--- config.mk ---
export PLATFORM = sky130hd
export DESIGN_NAME = port_alloc_deflect
export DESIGN_NICKNAME = d
export VERILOG_FILES = /design/src/rtl/port_alloc_deflect_pkg.sv /design/src/rtl/port_alloc_deflect_port_pick.sv /design/src/rtl/port_alloc_deflect.sv
export SDC_FILE = /design/constraint.sdc
export NUM_CORES = 1
export LEC_CHECK = 0
export ABC_AREA = 1
export BUFFER_PORTS_ARGS = -buffer_cell sky130_fd_sc_hd__buf_2
export CORE_UTILIZATION = 57
export CTS_BUF_LIST = sky130_fd_sc_hd__clkbuf_4
export DETAILED_ROUTE_END_ITERATION = 12
export PLACE_DENSITY = 0.83
export RECOVER_POWER = 100
export SETUP_SLACK_MARGIN = 0.05
export SYNTH_ARGS = -nofsm -noshare
export SYNTH_HDL_FRONTEND = slang
export SYNTH_SLANG_ARGS = --single-unit
--- constraint.sdc ---
create_clock -name clk -period 5.75 [get_ports clk]
set_input_delay 0 -clock clk [delete_from_list [all_inputs] [get_ports clk]]
set_output_delay 0 -clock clk [all_outputs]
set_load 0.02 [all_outputs]
--- src/rtl/port_alloc_deflect_pkg.sv ---
`default_nettype none
// ============================================================================
// Module      : port_alloc_deflect_pkg
// Description : Shared router constants for the deflection port allocator:
//               port count and the fixed output-port index assignment
//               (W=0, E=1, S=2, N=3, Local=4).
// Revision    : 1.0  initial release
// ============================================================================
package port_alloc_deflect_pkg;

    localparam int c_NUM_PORT = 5;
    localparam int c_NUM_NET  = 4;

    localparam int c_PORT_W = 0;
    localparam int c_PORT_E = 1;
    localparam int c_PORT_S = 2;
    localparam int c_PORT_N = 3;
    localparam int c_PORT_L = 4;

    // Network ports only (Local excluded); deflection and injection never
    // target Local.
    localparam logic [c_NUM_PORT-1:0] c_NET_MASK = 5'b01111;

endpackage : port_alloc_deflect_pkg
`default_nettype wire

--- src/rtl/port_alloc_deflect_port_pick.sv ---
`default_nettype none
// ============================================================================
// Module      : port_pick
// Description : Combinational single-port chooser. Takes the lowest free
//               candidate port; if no candidate is free it falls back to the
//               lowest free network port (Local never used as a fallback).
// Ports       : i_cand    candidate (productive) port vector
//               i_free    ports still unallocated this cycle
//               i_netOnly restrict candidates to network ports
//               o_pick    one-hot chosen port (zero if nothing usable)
//               o_found   a candidate port was taken (not a fallback)
// Revision    : 1.0  initial release
// ============================================================================
module port_pick
    import port_alloc_deflect_pkg::*;
(
    input  logic [c_NUM_PORT-1:0] i_cand,
    input  logic [c_NUM_PORT-1:0] i_free,
    input  logic                  i_netOnly,
    output logic [c_NUM_PORT-1:0] o_pick,
    output logic                  o_found
);

    logic [c_NUM_PORT-1:0] w_eligible;
    logic [c_NUM_PORT-1:0] w_hit;
    logic [c_NUM_PORT-1:0] w_src;

    always_comb begin
        w_eligible = i_free & (i_netOnly ? c_NET_MASK : {c_NUM_PORT{1'b1}});
        w_hit      = i_cand & w_eligible;
        o_found    = |w_hit;
        w_src      = o_found ? w_hit : (i_free & c_NET_MASK);
        // Isolate the lowest set bit (two's-complement trick).
        o_pick     = w_src & (~w_src + 1'b1);
    end

endmodule : port_pick
`default_nettype wire

--- src/rtl/port_alloc_deflect.sv ---
`default_nettype none
// ============================================================================
// Module      : port_alloc_deflect
// Description : Output-port allocator for a bufferless deflection router.
//               Network inputs are served in rotating priority order; each
//               valid flit gets its lowest free productive port or else the
//               lowest free network port (deflection). The local injection
//               flit only gets a network port left over after that.
//               All results are registered (latency 1).
// Ports       : clk, reset    clock, synchronous active-high reset
//               valid_in[4]   flit present per network input (W,E,S,N)
//               prod_in[20]   productive vector per input, input i at [5i+4:5i]
//               inj_req       local injection flit waiting
//               inj_prod[5]   productive vector of the injection flit
//               grant_out[20] one-hot granted port per input (0 if invalid)
//               deflected[4]  input got a non-productive port
//               inj_grant     injection accepted
//               inj_port[5]   one-hot injection port (0 if not granted)
//               prio_ptr[2]   current highest-priority input
//               deflect_cnt   saturating deflection count
// Revision    : 1.0  initial release
// ============================================================================
module port_alloc_deflect
    import port_alloc_deflect_pkg::*;
#(
    parameter int WIDTH_CNT = 16
) (
    input  logic                            clk,
    input  logic                            reset,
    input  logic [c_NUM_NET-1:0]            valid_in,
    input  logic [c_NUM_NET*c_NUM_PORT-1:0] prod_in,
    input  logic                            inj_req,
    input  logic [c_NUM_PORT-1:0]           inj_prod,
    output logic [c_NUM_NET*c_NUM_PORT-1:0] grant_out,
    output logic [c_NUM_NET-1:0]            deflected,
    output logic                            inj_grant,
    output logic [c_NUM_PORT-1:0]           inj_port,
    output logic [1:0]                      prio_ptr,
    output logic [WIDTH_CNT-1:0]            deflect_cnt
);

    // ------------------------------------------------------------------
    // Registered state
    // ------------------------------------------------------------------
    logic [c_NUM_NET*c_NUM_PORT-1:0] r_grantOut;
    logic [c_NUM_NET-1:0]            r_deflected;
    logic                            r_injGrant;
    logic [c_NUM_PORT-1:0]           r_injPort;
    logic [1:0]                      r_prioPtr;
    logic [WIDTH_CNT-1:0]            r_deflectCnt;

    // ------------------------------------------------------------------
    // Allocation chain, indexed by priority slot (slot 0 = prio_ptr)
    // ------------------------------------------------------------------
    logic [c_NUM_PORT-1:0]           w_prod     [0:c_NUM_NET-1];
    logic [c_NUM_PORT-1:0]           w_free     [0:c_NUM_NET];
    logic [1:0]                      w_slotIdx  [0:c_NUM_NET-1];
    logic [c_NUM_PORT-1:0]           w_slotCand [0:c_NUM_NET-1];
    logic [c_NUM_PORT-1:0]           w_slotPick [0:c_NUM_NET-1];
    logic [c_NUM_NET-1:0]            w_slotValid;
    logic [c_NUM_NET-1:0]            w_slotFound;

    // Per-input results mapped back from slot order
    logic [1:0]                      w_slotOf   [0:c_NUM_NET-1];
    logic [c_NUM_NET*c_NUM_PORT-1:0] w_grantFlat;
    logic [c_NUM_NET-1:0]            w_deflected;

    // Injection
    logic [c_NUM_PORT-1:0]           w_injPick;
    logic                            w_injFound;
    logic                            w_injOk;
    logic [c_NUM_PORT-1:0]           w_injPort;

    // Counter
    logic [2:0]                      w_deflPop;
    logic [WIDTH_CNT:0]              w_cntSum;
    logic [WIDTH_CNT-1:0]            w_cntNext;

    // All five outputs free at the start; Local has capacity 1, so it
    // simply drops out of the free set once taken.
    assign w_free[0] = {c_NUM_PORT{1'b1}};

    generate
        for (genvar i = 0; i < c_NUM_NET; i++) begin : g_unpack
            assign w_prod[i] = prod_in[i*c_NUM_PORT +: c_NUM_PORT];
        end

        for (genvar k = 0; k < c_NUM_NET; k++) begin : g_slot
            assign w_slotIdx[k]   = r_prioPtr + 2'(k);
            assign w_slotValid[k] = valid_in[w_slotIdx[k]];
            assign w_slotCand[k]  = w_prod[w_slotIdx[k]];

            port_pick u_pick (
                .i_cand    (w_slotCand[k]),
                .i_free    (w_free[k]),
                .i_netOnly (1'b0),
                .o_pick    (w_slotPick[k]),
                .o_found   (w_slotFound[k])
            );

            // An idle slot consumes nothing; its pick is discarded.
            assign w_free[k+1] = w_slotValid[k] ? (w_free[k] & ~w_slotPick[k])
                                                : w_free[k];
        end

        for (genvar i = 0; i < c_NUM_NET; i++) begin : g_input
            // Slot that served input i in this cycle's rotation.
            assign w_slotOf[i] = 2'(i) - r_prioPtr;
            assign w_grantFlat[i*c_NUM_PORT +: c_NUM_PORT] =
                valid_in[i] ? w_slotPick[w_slotOf[i]] : {c_NUM_PORT{1'b0}};
            assign w_deflected[i] = valid_in[i] & ~w_slotFound[w_slotOf[i]];
        end
    endgenerate

    // Injection sees only what the network flits left over; netOnly keeps
    // it off Local even when inj_prod requests Local.
    port_pick u_injPick (
        .i_cand    (inj_prod),
        .i_free    (w_free[c_NUM_NET]),
        .i_netOnly (1'b1),
        .o_pick    (w_injPick),
        .o_found   (w_injFound)
    );

    assign w_injOk   = inj_req & (w_injFound | (|(w_free[c_NUM_NET] & c_NET_MASK)));
    assign w_injPort = w_injOk ? w_injPick : {c_NUM_PORT{1'b0}};

    assign w_deflPop = {2'b00, w_deflected[0]} + {2'b00, w_deflected[1]}
                     + {2'b00, w_deflected[2]} + {2'b00, w_deflected[3]};
    assign w_cntSum  = {1'b0, r_deflectCnt} + (WIDTH_CNT+1)'(w_deflPop);
    assign w_cntNext = w_cntSum[WIDTH_CNT] ? {WIDTH_CNT{1'b1}}
                                           : w_cntSum[WIDTH_CNT-1:0];

    always_ff @(posedge clk) begin
        if (reset) begin
            r_grantOut   <= '0;
            r_deflected  <= '0;
            r_injGrant   <= 1'b0;
            r_injPort    <= '0;
            r_prioPtr    <= 2'd0;
            r_deflectCnt <= '0;
        end else begin
            r_grantOut   <= w_grantFlat;
            r_deflected  <= w_deflected;
            r_injGrant   <= w_injOk;
            r_injPort    <= w_injPort;
            r_deflectCnt <= w_cntNext;
            if (|valid_in) begin
                r_prioPtr <= r_prioPtr + 2'd1;
            end
        end
    end

    assign grant_out   = r_grantOut;
    assign deflected   = r_deflected;
    assign inj_grant   = r_injGrant;
    assign inj_port    = r_injPort;
    assign prio_ptr    = r_prioPtr;
    assign deflect_cnt = r_deflectCnt;

endmodule : port_alloc_deflect
`default_nettype wire
* After elaboration in Yosys (flattened, before gate mapping)
Index checks and enable logic that the tools add are counted.
** Word-level totals
- Bits in registers :: 48
- Latch bits :: 0
- RAM bits :: 0
- Memory bits (read-only) :: 0
- Input port bits :: 32
- Output and inout port bits :: 48
- Word-level logic and storage cells :: 147
- Memories :: 0
** Cells by class
- Add/subtract/negate cells :: 16
- Multiply operators :: 0
- Divide/modulo/power cells :: 0
- Order comparisons :: 16
- Equal/unequal tests :: 0
- Shift operators :: 0
- Muxes and demuxes :: 50
- Bitwise logic cells :: 44
- Reductions and logical operators :: 12
** Operators with widths (count)
- $mux 5 :: 24
- $bmux 5 s2 :: 8
- $and 5x5->5 :: 10
- $not 5->5 :: 8
- $add 5x1->5 const B :: 5
- $reduce_or 5->1 :: 5
- $ge 3x3->1 const B :: 8
- $lt 2x3->1 const B :: 8
- $not 2->3 :: 8
- $add 16x3->17 :: 1
- $bmux 1 s2 :: 8
- $mux 16 :: 1
- $reduce_or 2->1 :: 5
- $not 1->1 :: 9
- $mux 1 :: 8
- $reduce_or 4->1 :: 2
- $and 1x1->1 :: 5
- $and 5x4->5 :: 1
- $add 2x2->2 const B :: 2
- $and 4x4->4 :: 1
- $mux 4 :: 1
- $not 4->4 :: 1
- $sub 1x2->2 const A :: 2
- $sub 2x2->2 const A :: 2
- other kinds (5) :: 5

* Logic depth before layout (Yosys ltp)
- Depth in word-level cells :: 44
- Depth in mapped cells :: 48
- Gate-level depth less buffers :: 47

* Hierarchy
A second synthesis with hierarchy kept.
** Unflattened totals
- Cell total of the unflattened synthesis :: 665
- Area total of the unflattened synthesis :: 4011.3 sq um
** By module, submodules not included
- port_alloc_deflect :: instances 1, cells an instance 515, area an instance 3285.7 sq um, seq. area each 960.9 sq um
- port_pick :: instances 5, cells an instance 30, area an instance 145.1 sq um, seq. area each 0.0 sq um

* Worst setup path after synthesis
No wires, ideal clock.
- Path kind :: register -> register
- From :: register r_prioPtr[0], in the netlist prio_ptr[0]
- To :: register r_deflectCnt[11], in the netlist deflect_cnt[11]
- Library setup time :: 0.115 ns
- Arrival :: 5.090 ns
- Required time :: 5.635 ns
- Path slack :: 0.545 ns
- Cell stages (with the launch flop) :: 42
- Path buffers :: 2
- Clock period less this slack :: 5.205 ns
- Cell sequence :: dfxtp_1 > buf_6 > buf_6 > nand2_1 > o21ai_2 > nand2_2 > nand2_4 > nand4_2 > nand2_1 > nand2_1 > nor2_2 > nand4_1 > nand2_2 > nand2_1 > nand3_2 > nand2_1 > clkinv_1 > nand2_2 > [... 6 more ...] > nor2_4 > nand3_4 > nand2_1 > o21ai_0 > nand2_1 > nand3_1 > fa_1 > inv_1 > fa_1 > fa_1 > nand2_1 > nor3_1 > nand2_1 > nor2_1 > nand2_1 > o21ai_0 > o21ai_0 > inv_1
** Between the ends
- Longest elaborated chain between the ends :: 40
- Elaborated cells between the ends (all ways) :: 77
- Those cells by class :: add/sub (14); mux (33); bitwise (26); reduce/logical (4)
** RTL lines
- from (decl) :: RTL line port_alloc_deflect.sv:49 : logic [1:0] r_prioPtr;
- from (signal assigned) :: RTL line port_alloc_deflect.sv:149 : r_prioPtr <= r_prioPtr + 2'd1;
- $not 2->3 (implied by the code) :: RTL line port_alloc_deflect.sv:91 : assign w_slotCand[k] = w_prod[w_slotIdx[k]];
- $bmux 5 s2 :: RTL line port_alloc_deflect.sv:91
- $mux 5 (implied by the code) (2 in a row) :: RTL line port_alloc_deflect.sv:91
- $reduce_or 5->1 :: RTL line port_alloc_deflect_port_pick.sv:31 : o_found = |w_hit;
- $mux 5 :: RTL line port_alloc_deflect_port_pick.sv:32 : w_src = o_found ? w_hit : (i_free & c_NET_MASK);
- $not 5->5 :: RTL line port_alloc_deflect_port_pick.sv:34 : o_pick = w_src & (~w_src + 1'b1);
- $add 5x1->5 :: RTL line port_alloc_deflect_port_pick.sv:34
- $and 5x5->5 :: RTL line port_alloc_deflect_port_pick.sv:34
- [... 23 more ...]
- $mux 1 (implied by the code) :: RTL line port_alloc_deflect.sv:111 : assign w_deflected[i] = valid_in[i] & ~w_slotFound[w_slotOf[i]];
- $not 1->1 :: RTL line port_alloc_deflect.sv:111
- $and 1x1->1 :: RTL line port_alloc_deflect.sv:111
- $add 1x1->2 :: RTL line port_alloc_deflect.sv:128 : assign w_deflPop = {2'b00, w_deflected[0]} + {2'b00, w_deflected[1]}
- $add 2x1->3 :: RTL line port_alloc_deflect.sv:129 : + {2'b00, w_deflected[2]} + {2'b00, w_deflected[3]};
- $add 3x1->3 (*) :: RTL line port_alloc_deflect.sv:129
- $add 16x3->17 (*) :: RTL line port_alloc_deflect.sv:130 : assign w_cntSum = {1'b0, r_deflectCnt} + (WIDTH_CNT+1)'(w_deflPop);
- $mux 16 (*) :: RTL line port_alloc_deflect.sv:131 : assign w_cntNext = w_cntSum[WIDTH_CNT] ? {WIDTH_CNT{1'b1}}
- to (signal assigned) :: RTL line port_alloc_deflect.sv:147 : r_deflectCnt <= w_cntNext;
- to (decl) :: RTL line port_alloc_deflect.sv:50 : logic [WIDTH_CNT-1:0] r_deflectCnt;
Mark *: on every way between the ends. The rest lies on a longest branch, timed or not. The select of a mux whose other input is x is not followed.
A chain may end at the register's enable or synchronous reset.

* Worst setup path in the final report
- From :: register r_prioPtr[1], in the netlist prio_ptr[1]
- To :: register r_deflectCnt[13], in the netlist deflect_cnt[13]
Same word-level chain as after synthesis.

==> impl_metrics.tcl <==
set metrics [dict create \
    overflow 0 \
    synth-seq-cells 47 \
    relSlewSlack 0.635 \
    drive_gt1_frac 0.228 \
    rrSetupSlack_ns 0.24 \
    io_buffers 77 \
    rsz0062_at_grt "yes" \
    numCtsBuffers 5 \
    tritoncts "done" \
    drtIter0Drc 289 \
    syn_nets 640 \
    rows 29 \
    cts_num_sinks 47 \
    antenna_cells 0 \
    antenna_found_initial 0 \
    cp-end-kind "flip-flop" \
    clock_path_buffers 2 \
    regArea_um2 945 \
    final_cell_mix "nand2_1, inv_1, o21ai_0" \
    power_mw 1.36 \
    io_pins 80 \
    grt.met1_usage 0.352 \
    die_x_um 83.2 \
    synth-seq-area-share 0.251 \
    critPathMaxFanout 12 \
    dr.pass1.iters 5 \
    status "completed" \
    finalSetupViolations 0 \
    final_hold_viol_count 0 \
    critPathKind "flip-flop to flip-flop" \
    yosysUniqueCellTypes 44 \
    syn_area_um2 3750 \
    grt.total_usage 0.273 \
    area_delta_synth_final_pct 23.9 \
    min_period_over_period 0.959 \
    layout.nets 741 \
    core_area_um2 6350 \
    rr_worst_depth 42 \
    cts_max_level 2 \
    ir_drop_v 0.000239 \
    finalCriticalPeriod_ns 5.51 \
    post-route-util 0.732 \
    hpwl_um 7650 \
    crit_top_cell "nand2_2" \
    hold_depth 2 \
    dieArea_um2 6910 \
    detail-route-antenna-nets 0 \
    hold-path-endpoint "deflect_cnt[4]$_SDFF_PP0_" \
    start_util 0.591 \
    routed_wl_um 10000 \
    reg2reg_to "deflect_cnt[13]$_SDFF_PP0_" \
    slowest_stage "fa_1" \
    leakagePower_nw 2.39 \
    maxCapViolCount 0 \
    top_usage_layer "met2" \
    synthCells 604 \
    routedWlPerCell_um 12.8 \
    final_max_slew_viol_count 0 \
    reg2reg_from "prio_ptr[1]$_SDFFE_PP0P_" \
    clock_latency_ns 0.37 \
    seqPwrFrac 0.276 \
    comb_power_share 0.613 \
    switching_share 0.484 \
    cp.arrival_ns 5.79 \
    synth_area_per_cell_um2 6.21 \
    fmax_mhz 181 \
    clock_tree.root_cell "clkbuf_4" \
    grt_pass1_wl_um 15600 \
    num_vias 4147 \
    drc 0 \
    path_clk_slew_ns 0.14 \
    crit_required_ns 6.03 \
    multi_input_area_um2 2490 \
    clock_skew_ns 0.0267 \
    num-fill-cells 559 \
    grt_util_met2 0.467 \
    hp-class "primary input to flip-flop" \
    yosys_warnings 0 \
    hp-start "reset" \
    hold_slack_ns 0.0488 \
    die_y_um 83.2 \
    worst_path_largest_cell_delay_ns 0.51 \
    power_frac_clock 0.111 \
    grt_start_max_net_pins 28 \
    groute.layer.met3.usage 0.0298 \
    worst_slew_pin_slew_ns 0.542 \
    layout_commonest_cell "nand2_1" \
    p_switching_uw 659 \
    power_density_nw_per_um2 293 \
    grt_pass1_vias 3482 \
    p_int_uw 702 \
    place_congestion 0.968 \
    routed_via_density 5.30 \
    start_kind "flip-flop" \
]
sequential cells by signal, summed over array words and instances, names as in the netlist:
name and count:
deflected 4, deflect_cnt 16, inj_port 4, prio_ptr 2
grant_out 20, inj_grant 1
power groups by stage:
stage | registers, mW | clock network [mW] | logic, mW
5_1_grt | 0.377 | 0.166 | 0.915
6_report | 0.375 | 0.151 | 0.835
2_1_floorplan | 0.417 | 0 | 0.511
3_3_place_gp | 0.379 | 0 | 0.713
3_5_place_dp | 0.380 | 0 | 0.733
4_1_cts | 0.372 | 0.156 | 0.740
Yosys cell counts (all sizes together):
| cell | instances | share of area |
|---|---|---|
| or4 | 1 | 0.0020 |
| nand2 | 173 | 0.19 |
| nand3 | 48 | 0.079 |
| xor2 | 4 | 0.0093 |
| o21bai | 17 | 0.035 |
| o21ai | 78 | 0.11 |
| mux2i | 6 | 0.016 |
| nand4 | 13 | 0.023 |
| a21boi | 1 | 0.0030 |
| a21oi | 15 | 0.020 |
| xnor2 | 3 | 0.0090 |
| a31oi | 4 | 0.0067 |
| clkinv | 2 | 0.0020 |
| nor2 | 52 | 0.063 |
| buf | 17 | 0.032 |
| or2 | 4 | 0.0067 |
| inv | 92 | 0.092 |
| o21a | 1 | 0.0020 |
| ha | 1 | 0.0033 |
| conb | 1 | 0.0010 |
| and3 | 1 | 0.0017 |
| nor4 | 1 | 0.0017 |
| a211oi | 1 | 0.0020 |
| nor3 | 9 | 0.012 |
| and2 | 2 | 0.0033 |
| fa | 3 | 0.016 |
| clkbuf | 7 | 0.0070 |
| dfxtp | 47 | 0.25 |
worst max-delay path: cells and delay by family (launching register included):
kind / cells / cell delay [ns]
compound gates: 3 / 0.31
fa+ha+maj: 3 / 1.30
buf+inv: 7 / 0.59
flops: 1 / 0.48
simple gates: 29 / 2.73
stage by stage:
stage               setup WS, ns  TNS (ns)  instances  area [um2]
floorplan                  0.545         0        604        3750
global placement           0.217         0        750        4250
detailed placement        0.0991         0        750        4250
CTS                       0.0539         0        766        4390
global route             -0.0780    -0.306        783        4650
finish                     0.238         0        783        4650
worst max path at each step:
stage                        startpoint                          to  depth (start not counted)
3_5_place_dp   prio_ptr[1]$_SDFFE_PP0P_  deflect_cnt[15]$_SDFF_PP0_                         41
3_3_place_gp   prio_ptr[1]$_SDFFE_PP0P_  deflect_cnt[14]$_SDFF_PP0_                         38
5_1_grt        prio_ptr[1]$_SDFFE_PP0P_   deflect_cnt[8]$_SDFF_PP0_                         42
2_1_floorplan  prio_ptr[0]$_SDFFE_PP0P_  deflect_cnt[11]$_SDFF_PP0_                         41
4_1_cts        prio_ptr[1]$_SDFFE_PP0P_  deflect_cnt[14]$_SDFF_PP0_                         38
6_report       prio_ptr[1]$_SDFFE_PP0P_  deflect_cnt[13]$_SDFF_PP0_                         42
cell families (layout without fill, tap and decap cells):
group,Yosys count,count (layout),share of synthesized area
multiplexers,6,6,0.0160
XOR/XNOR,7,7,0.0183
flip-flops,47,47,0.251
AND/OR/NAND/NOR,304,304,0.385
AO/OA/AOI/OAI,117,117,0.177
other,1,1,0.000999
buffers and inverters,118,220,0.133
adder cells (fa/ha/maj),4,4,0.0193
per-layer routing:
layer  vias up  part of all wire
li1       2139                 -
met1      1835              0.44
met2       154              0.48
met3        19             0.055
met4         0             0.023
met5         -                 0
final cells by class:
cell class,count,area share
sequential,47,0.203
tap,77,0.0207
inverter,94,0.0770
clock buffer,6,0.00969
clock inverter,2,0.00269
timing repair buffer,118,0.150
multi-input combinational,439,0.536
repair_timing:
item | 4_1_cts | 5_1_grt
hold buffers | 8 | 0
setup buffers | 0 | 17
gates resized for setup | 0 | 59
setup endpoints to repair | 0 | 16
hold endpoints to repair | 8 | 0
Power figures use the tool's default switching activity.
